==> src/rtl/score_keeper.sv <==
// score_keeper: rhythm-game round scorer.
//   Watches NUM_LANES dropper lanes for hit edges (score_in rising) and
//   miss edges (drop_end rising while score_in is low), and keeps hit/miss
//   counts, the current and best combo and the point total for one round of
//   ROUND_FRAMES frames.
// Ports:
//   frame_clk   - clock, rising edge
//   Reset       - asynchronous active-high reset
//   keycode     - 8'h2c starts a round (Idle), 8'h01 returns to Idle (Done)
//   score_in    - per-lane hit level
//   drop_end    - per-lane "dropper reached End" level
//   total_score - accumulated points (saturating)
//   hit_count, miss_count, combo, max_combo - saturating 10-bit counters
//   round_state - 0 Idle, 1 Play, 2 Done
// Build option: define SCORE_KEEPER_COMBO_BONUS_EN to award +5 per hit while
//   the running combo (before that hit) is 10 or more.

module score_keeper_lane (
  input  logic score,
  input  logic score_prev,
  input  logic drop,
  input  logic drop_prev,
  output logic hit,
  output logic miss
);
  assign hit  = score & ~score_prev;
  // A drop reaching End on a lane that is already scored is not a miss.
  assign miss = drop & ~drop_prev & ~score;
endmodule

module score_keeper #(
  parameter int NUM_LANES    = 8,
  parameter int ROUND_FRAMES = 3000
) (
  input  logic                 frame_clk,
  input  logic                 Reset,
  input  logic [7:0]           keycode,
  input  logic [NUM_LANES-1:0] score_in,
  input  logic [NUM_LANES-1:0] drop_end,
  output logic [15:0]          total_score,
  output logic [9:0]           hit_count,
  output logic [9:0]           miss_count,
  output logic [9:0]           combo,
  output logic [9:0]           max_combo,
  output logic [1:0]           round_state
);
  localparam int FW = (ROUND_FRAMES > 1) ? $clog2(ROUND_FRAMES) : 1;
  localparam logic [FW-1:0] LAST_FRAME = FW'(ROUND_FRAMES - 1);
  localparam logic [31:0] CNT_MAX   = 32'd1023;
  localparam logic [31:0] SCORE_MAX = 32'd65535;

  typedef enum logic [1:0] {IDLE = 2'd0, PLAY = 2'd1, DONE = 2'd2} state_t;

  state_t               state, state_nxt;
  logic [FW-1:0]        frame_cnt;
  logic [NUM_LANES-1:0] score_prev, drop_prev;
  logic [NUM_LANES-1:0] hit, miss;

  for (genvar i = 0; i < NUM_LANES; i++) begin : g_lane
    score_keeper_lane u_lane (
      .score      (score_in[i]),
      .score_prev (score_prev[i]),
      .drop       (drop_end[i]),
      .drop_prev  (drop_prev[i]),
      .hit        (hit[i]),
      .miss       (miss[i])
    );
  end

  // Per-cycle event tally and next counter values (all in 32 bits, clamped).
  logic [31:0] n_hit, n_miss, combo_base, combo_sum, score_add;
  logic [31:0] hit_sum, miss_sum, score_sum;
  logic [9:0]  combo_new, hit_new, miss_new, max_new;
  logic [15:0] score_new;
`ifdef SCORE_KEEPER_COMBO_BONUS_EN
  logic [31:0] run;
`endif

  always_comb begin
    n_hit  = '0;
    n_miss = '0;
    for (int i = 0; i < NUM_LANES; i++) begin
      n_hit  = n_hit  + 32'(hit[i]);
      n_miss = n_miss + 32'(miss[i]);
    end
    // Misses are applied before hits: any miss breaks the run first.
    combo_base = (n_miss != 0) ? 32'd0 : 32'(combo);
`ifdef SCORE_KEEPER_COMBO_BONUS_EN
    // Hits are walked in ascending lane order so each sees the combo left
    // by the lower lanes before it.
    run       = combo_base;
    score_add = '0;
    for (int i = 0; i < NUM_LANES; i++) begin
      if (hit[i]) begin
        score_add = score_add + ((run >= 32'd10) ? 32'd15 : 32'd10);
        if (run < CNT_MAX) run = run + 32'd1;
      end
    end
`else
    score_add = n_hit * 32'd10;
`endif
    combo_sum = combo_base + n_hit;
    hit_sum   = 32'(hit_count) + n_hit;
    miss_sum  = 32'(miss_count) + n_miss;
    score_sum = 32'(total_score) + score_add;
    combo_new = (combo_sum > CNT_MAX) ? 10'h3ff : combo_sum[9:0];
    hit_new   = (hit_sum   > CNT_MAX) ? 10'h3ff : hit_sum[9:0];
    miss_new  = (miss_sum  > CNT_MAX) ? 10'h3ff : miss_sum[9:0];
    score_new = (score_sum > SCORE_MAX) ? 16'hffff : score_sum[15:0];
    max_new   = (combo_new > max_combo) ? combo_new : max_combo;
  end

  always_comb begin
    state_nxt = state;
    case (state)
      IDLE:    if (keycode == 8'h2c) state_nxt = PLAY;
      PLAY:    if (frame_cnt == LAST_FRAME) state_nxt = DONE;
      DONE:    if (keycode == 8'h01) state_nxt = IDLE;
      default: state_nxt = IDLE;
    endcase
  end

  always_ff @(posedge frame_clk or posedge Reset) begin
    if (Reset) begin
      state       <= IDLE;
      frame_cnt   <= '0;
      score_prev  <= '0;
      drop_prev   <= '0;
      total_score <= '0;
      hit_count   <= '0;
      miss_count  <= '0;
      combo       <= '0;
      max_combo   <= '0;
    end else begin
      state      <= state_nxt;
      // Edge history follows the inputs in every state, so levels that
      // changed while idle are not seen as edges once play starts.
      score_prev <= score_in;
      drop_prev  <= drop_end;
      if (state == IDLE && state_nxt == PLAY) begin
        frame_cnt   <= '0;
        total_score <= '0;
        hit_count   <= '0;
        miss_count  <= '0;
        combo       <= '0;
        max_combo   <= '0;
      end else if (state == PLAY) begin
        frame_cnt   <= frame_cnt + FW'(1);
        total_score <= score_new;
        hit_count   <= hit_new;
        miss_count  <= miss_new;
        combo       <= combo_new;
        max_combo   <= max_new;
      end
    end
  end

  assign round_state = state;

endmodule

==> config.mk <==
export PLATFORM = sky130hd
export DESIGN_NAME = score_keeper
export DESIGN_NICKNAME = d
export VERILOG_FILES = /design/src/rtl/score_keeper.sv
export SDC_FILE = /design/constraint.sdc
export NUM_CORES = 1
export LEC_CHECK = 0
export CAP_MARGIN = 20
export CORE_MARGIN = 4
export CORE_UTILIZATION = 51
export CTS_BUF_LIST = sky130_fd_sc_hd__clkbuf_4
export DETAILED_ROUTE_END_ITERATION = 10
export PLACE_DENSITY_LB_ADDON = 0.25
export SETUP_SLACK_MARGIN = 0.05
export SYNTH_ARGS = -nofsm -noshare
export SYNTH_HDL_FRONTEND = slang
export SYNTH_HIERARCHICAL = 1
export SYNTH_SLANG_ARGS = --single-unit
==> constraint.sdc <==
create_clock -name frame_clk -period 5.65 [get_ports frame_clk]
set_input_delay 0.565 -clock frame_clk [delete_from_list [all_inputs] [get_ports frame_clk]]
set_output_delay 0.565 -clock frame_clk [all_outputs]
set_load 0.01 [all_outputs]
==> results of run 1 <==
cell usage after synthesis (9+ instances only):
cell type  instances  area [sq um]
a211oi_1           9         67.56
a21o_1             9         67.56
a21oi_1           43         215.2
a31oi_1           12         75.07
and2_1            12         75.07
clkbuf_1          12         45.04
dfrtp_1           86          2152
fa_1              13         260.3
ha_1              40         500.5
inv_1             53         198.9
mux2i_1           11         110.1
nand2_1           38         142.6
nand3_1           26         130.1
nand4_1            9         56.30
nor2_1            27         101.4
nor3_1            12         60.06
o21ai_0           32         160.2
critical path: stages (launching register included):
cell and delay, ns:
dfrtp_1 0.41, nor3b_2 0.16, inv_1 0.08, fa_1 0.57, fa_1 0.44, fa_1 0.52
inv_2 0.05, ha_4 0.16, fa_2 0.48, a2111oi_4 0.42, and2_4 0.23, buf_4 0.10
buf_4 0.09, fa_2 0.22, nand3_4 0.10, a21oi_2 0.17, mux2_4 0.32, nand2_2 0.09
inv_2 0.04, ha_4 0.25, nand4_1 0.14, o211ai_1 0.23, a31oi_1 0.07, a221o_1 0.40
mux2_4 0.32
layout make-up:
| type | instances | area share [%] |
|---|---|---|
| well taps | 136 | 2.230 |
| repair buffers | 162 | 18.77 |
| clock inverters | 6 | 1.017 |
| clock buffers | 9 | 0.8854 |
| multi-input cells | 410 | 46.27 |
| flip-flops and latches | 86 | 28.20 |
| inverters | 53 | 2.623 |
stage by stage:
step	cell area, sq um	worst slack [ns]	utilization, %
floorplan	5602	-0.5742	-
CTS	7390	-0.3443	70.94
detailed placement	6998	-1.258	67.18
finish	7631	-0.5129	73.26
global route	7631	-0.8212	73.26
global placement	6998	-1.028	67.18
power by group through the flow:
stage	Sequential [uW]	Combinational, uW	Clock, uW
5_1_grt	935	2150	425
3_5_place_dp	920	1710	0
3_3_place_gp	913	1640	0
6_report	916	1980	391
4_1_cts	911	1840	401
2_1_floorplan	941	974	0
cells by family (layout without fill, tap and decap cells):
logic type	Yosys count	count (layout)
fa+ha+maj	53	53
compound gates	153	153
flops	86	86
mux	16	16
simple gates	176	176
xor+xnor	12	12
buf+inv	71	230
worst paths after layout:
path	to	slack [ns]	cells past startpoint
worst max-delay path	max_combo[4]$_DFFE_PP0P_	-0.51	24
worst min-delay path	score_prev[3]$_DFF_PP0_	0.33	2
worst max register to register	max_combo[4]$_DFFE_PP0P_	-0.51	24
worst min register to register	frame_cnt[11]$_DFFE_PP0P_	0.48	1
max in group asynchronous	drop_prev[7]$_DFF_PP0_	4.06	3
min in group asynchronous	hit_count[8]$_DFFE_PP0P_	0.45	2
state kept, by name (all words and copies together), names as in the netlist:
signal       flops
total_score     16
frame_cnt       12
combo           10
hit_count       10
max_combo       10
miss_count      10
drop_prev        8
score_prev       8
round_state      2
layer usage:
layer  wire [microns]  up-vias  GRT usage (%)  part of all wire (%)
met5                0        -              0                     0
met2             7455      178          39.49                    48
met3              814       29          3.967                   5.3
met1             6830     2477          34.01                    44
met4              328        0          9.570                   2.1
li1                 -     2363              -                     -
cells in the final DEF (no fill, tap or decap), drive strengths merged, types with 12 or more instances in the layout:
cell type and n:
o21ai 33, dfrtp 86, nand2 39, nor2 27
clkdlybuf4s50 77, fa 13, a21oi 43, nor3 12
ha 40, and2 12, inv 52, buf 79
clkbuf 12, nand3 26, a31oi 12
repair_timing:
action,4_1_cts,5_1_grt
pin swaps,35,45
setup endpoints to repair,26,26
buffers inserted,11,6
gates resized for setup,40,42
==> impl_metrics.json, run 1 <==
{
  "outcome": "complete, but fails checks",
  "violations": "setup timing",
  "synth_simple_gate_area_share_pct": 18.32,
  "hpwlAfterDp_mm": 10.47,
  "area_growth_pct": 39.18,
  "fin_nets": 801,
  "fillerInstances": 710,
  "ys.flop_type": "dfrtp_1",
  "p_seq_share_pct": 27.8,
  "switching_share_pct": 39.40,
  "cts_sinks": 86,
  "hold_path_class": "in2reg",
  "grt_overflow": 0,
  "port-buffer-count": 83,
  "avgSynthCellArea_sq_um": 9.670,
  "setup_slack_ns": -0.5129,
  "p_int_uw": 1995,
  "firstDrtPassIters": 5,
  "p_switching_uw": 1297,
  "timing.rr.start": "drop_prev[0]$_DFF_PP0_",
  "setup_tns_ns": -4.895,
  "io_pins": 84,
  "path_clk_slew_ns": 0.14,
  "power.density_mw_per_mm2": 431.3,
  "clock.fmax_mhz": 162.3,
  "final-max-slew-violation-count": 0,
  "regArea_sq_mm": 0.002152,
  "ant_nets": 0,
  "crit_type": "reg2reg",
  "synth_nets": 646,
  "whs_ns": 0.3251,
  "finalHoldViolations": 0,
  "hp-start": "score_in[3]",
  "htree_num_levels": 3,
  "ys_seq_elements": 86,
  "cts_inserted_buffers": 9,
  "drt_iter0_drc": 348,
  "post_drt_via_cell_ratio": 5.855,
  "maxCapViolCount": 0,
  "grt_pass1_vias": 5121,
  "antenna_found_initial": 0,
  "crit_required_ns": 6.02,
  "synthMuxAreaShare_pct": 3.035,
  "fin_crit_ns": 6.163,
  "netlist_instances": 567,
  "cts_tree": "yes",
  "root_buffer": "clkbuf_4",
  "synth_cell_types": 61,
  "synth-edff-count": 0,
  "die_w_microns": 111.7,
  "p_comb_share_pct": 60.3,
  "fin_worst_skew_ns": 0.02040,
  "setup_viol": 10,
  "diodes": 0,
  "grt_max_degree": 57,
  "start_util_pct": 52.64,
  "ys_warn_count": 6,
  "cp_max_fo": 5,
  "coreArea_sq_mm": 0.01042,
  "rows": 37,
  "die_y_microns": 111.7,
  "holdBufCountCts": 0,
  "grt_pass1_wl_mm": 25.49,
  "peakVddDrop_v": 0.0002306,
  "place.gp.congestion": 0.9351,
  "grt.total_usage_pct": 24.75,
  "end_kind": "flop",
  "tightestPinTransition_ns": 0.8804,
  "synth-compound-area-share_pct": 18.51,
  "dp_cells": 830,
  "worstPathArrival_ns": 6.53,
  "synthArstFlopShare_pct": 100.0,
  "power_uw": 3292,
  "period_share_pct": 109.1,
  "clk_path_buf_depth": 2,
  "routed_wl_mm": 15.43,
  "multi_input_area_sq_mm": 0.003531,
  "worstSetupStartpointType": "flop",
  "post_route_cells_drive_above_1_share_pct": 25.48,
  "layout.cells.non_filler": 862,
  "clkPwrFrac_pct": 11.9,
  "synthAdderAreaFrac_pct": 13.87,
  "slew_headroom_pct": 41.31,
  "rsz0062_at_grt": "true",
  "vias": 5047,
  "synth-xor-area-share_pct": 1.917,
  "dieArea_sq_mm": 0.01247,
  "p_leak_uw": 0.003390,
  "cp-startpoint": "drop_prev[0]$_DFF_PP0_",
  "ys_seq_area_share_pct": 39.25,
  "drc": 0,
  "wl_per_cell_microns": 17.90,
  "synth_top_family_by_area": "compound AO/OA/AOI/OAI gates",
  "synth_area_sq_mm": 0.005483,
  "insertion_delay_ns": 0.47
}
Note: power is estimated with default switching activity, not from simulation.
==> run 2: changes to the inputs <==
--- a/config.mk
+++ b/config.mk
@@ -7,7 +7,7 @@
 export LEC_CHECK = 0
 export CAP_MARGIN = 20
 export CORE_MARGIN = 4
-export CORE_UTILIZATION = 51
+export CORE_UTILIZATION = 48
 export CTS_BUF_LIST = sky130_fd_sc_hd__clkbuf_4
 export DETAILED_ROUTE_END_ITERATION = 10
 export PLACE_DENSITY_LB_ADDON = 0.25
==> impl_metrics.json, run 2 (synthesized netlist as in run 1, its figures left out) <==
{
  "outcome": "complete, but fails checks",
  "violations": "setup timing",
  "period_share_pct": 109.8,
  "fin_worst_skew_ns": 0.01849,
  "area_growth_pct": 37.22,
  "start_util_pct": 49.71,
  "setup_slack_ns": -0.5550,
  "io_pins": 84,
  "hpwlAfterDp_mm": 10.69,
  "post_route_cells_drive_above_1_share_pct": 23.93,
  "wl_per_cell_microns": 17.29,
  "holdBufCountCts": 0,
  "grt.total_usage_pct": 23.25,
  "setup_viol": 10,
  "grt_busiest_layer": "met2",
  "htree_num_levels": 3,
  "port-buffer-count": 83,
  "p_int_uw": 1925,
  "path_clk_slew_ns": 0.15,
  "crit_required_ns": 6.03,
  "worstSetupStartpointType": "flop",
  "rows": 38,
  "cp_slowest_cell": "fa_1",
  "grt_max_degree": 68,
  "post_drt_via_cell_ratio": 5.654,
  "drt_iter0_drc": 267,
  "mostFrequentLayoutCells": "86 x dfrtp_1, 77 x clkdlybuf4s50_1, 75 x buf_4, 50 x inv_1, 39 x a21oi_1",
  "grt_pass1_vias": 4929,
  "use_met3_pct": 5.684,
  "power_uw": 3232,
  "routed_wl_mm": 14.99,
  "dieArea_sq_mm": 0.01320,
  "cts_sinks": 86,
  "fin_nets": 801,
  "met1_usage_pct": 32.33,
  "p_comb_share_pct": 61.6,
  "top_register": "total_score",
  "finalHoldViolations": 0,
  "final-max-slew-violation-count": 0,
  "final_common_cell": "dfrtp_1",
  "cts_inserted_buffers": 9,
  "antenna_found_initial": 0,
  "maxCapViolCount": 0,
  "cp_top_family": "adder cells",
  "crit_type": "reg2reg",
  "postLayoutCoreUtil_pct": 68.21,
  "cts_tree": "yes",
  "coreArea_sq_mm": 0.01103,
  "worst-path-buf-inv": 4,
  "largestRegisters": "total_score x16, frame_cnt x12",
  "grt_pass1_wl_mm": 24.40,
  "end_kind": "flop",
  "clk_path_buf_depth": 2,
  "diodes": 0,
  "slew_headroom_pct": 41.32,
  "fin_crit_ns": 6.205,
  "power.density_mw_per_mm2": 429.6,
  "clkPwrFrac_pct": 10.0,
  "root_buffer": "clkbuf_4",
  "p_switching_uw": 1308,
  "hold_path_class": "in2reg",
  "die_y_microns": 114.9,
  "ant_nets": 0,
  "largest_reg_flops": 16,
  "drc": 0,
  "dpl_worst_slack_ns": -1.227,
  "firstDrtPassIters": 5,
  "dpl_cell_area_sq_mm": 0.007010,
  "critical_path.max_stage_delay_ns": 0.57,
  "path_cells": "nor3b_2 > inv_1 > fa_1 > fa_1 > fa_1 > inv_2 > ha_4 > fa_2 > a2111oi_4 > and2_4 > ha_4 > a211oi_4 > o21ba_4 > nor3b_2 > o31ai_2 > inv_1 > ha_4 > nand4_1 > o211ai_1 > a31oi_1 > a221o_1 > buf_4 > mux2_4",
  "place.gp.congestion": 0.9465,
  "p_seq_share_pct": 28.3,
  "rsz0062_at_grt": "true",
  "cp_max_fo": 5,
  "final_area_sq_mm": 0.007523,
  "vias": 4902,
  "worstPathArrival_ns": 6.59,
  "p_leak_uw": 0.003353,
  "clock.fmax_mhz": 161.2,
  "grt_util_met2_pct": 36.88,
  "peakVddDrop_v": 0.0004227,
  "insertion_delay_ns": 0.48,
  "grt_overflow": 0,
  "die_w_microns": 114.9,
  "switching_share_pct": 40.45,
  "tightestPinTransition_ns": 0.8802
}
## run 2: changes by cell type in the layout (fill, tap and decap cells not counted), moves of 3 or more
cell | previous run | this run
ha_1 | 24 | 29
ha_4 | 13 | 10
clkbuf_2 | 3 | 0
dlygate4sd2_1 | 3 | 6
inv_1 | 47 | 50
inv_2 | 5 | 1
## run 2: final timing paths
| kind | start | to | slack [ns] | depth (start not counted) |
|---|---|---|---|---|
| worst max-delay path | drop_prev[3]$_DFF_PP0_ | max_combo[4]$_DFFE_PP0P_ | -0.56 | 23 |
| worst min-delay path | drop_end[1] | drop_prev[1]$_DFF_PP0_ | 0.33 | 1 |
| worst max register to register | drop_prev[3]$_DFF_PP0_ | max_combo[4]$_DFFE_PP0P_ | -0.56 | 23 |
| worst min register to register | frame_cnt[11]$_DFFE_PP0P_ | frame_cnt[11]$_DFFE_PP0P_ | 0.48 | 1 |
| max in group asynchronous | Reset | score_prev[3]$_DFF_PP0_ | 4.13 | 3 |
| min in group asynchronous | Reset | combo[9]$_DFFE_PP0P_ | 0.35 | 2 |
## run 2: stage by stage
step                setup TNS [ns]  cells  hold slack [ns]
finish                      -4.461    867           0.3346
global route                -7.430    867           0.2932
CTS                         -3.608    860           0.3029
detailed placement          -24.37    835           0.4646
global placement            -21.45    835           0.4592
floorplan                   -4.338    567           0.4373
## run 2: worst register-to-register path: stages (launching register included)
cell and delay (ns):
dfrtp_1 0.40, nor3b_2 0.15, inv_1 0.08, fa_1 0.57, fa_1 0.44, fa_1 0.51
inv_2 0.05, ha_4 0.16, fa_2 0.48, a2111oi_4 0.43, and2_4 0.23, ha_4 0.20
a211oi_4 0.32, o21ba_4 0.19, nor3b_2 0.04, o31ai_2 0.27, inv_1 0.13, ha_4 0.29
nand4_1 0.12, o211ai_1 0.19, a31oi_1 0.07, a221o_1 0.38, buf_4 0.15, mux2_4 0.28
## run 2: cell type report
cell class                 count  area [sq um]
inverter                      53         202.7
fill                         850          3507
timing repair buffer         161          1429
sequential                    86          2152
clock buffer                   9         67.56
multi-input combinational    411          3448
clock inverter                 7         48.80
tap                          140         175.2
## run 2: power by group through the flow
stage	sequential, uW	clock (uW)	combinational, uW
CTS	911	338	1840
detailed placement	920	0	1710
floorplan	941	0	974
finish	916	325	1990
global placement	915	0	1640
global route	939	365	2170
## run 2: routing by layer
metal	up-vias	routed length [microns]
met3	15	870
met5	-	0
met2	126	7159
li1	2352	-
met1	2409	6780
met4	0	178
## run 2: timing repair
item                                    CTS  global route
setup buffers                             8             7
endpoints found under the setup margin   26            26
pin swaps                                29            22
gates cloned                              1             0
resized for setup                        28            29
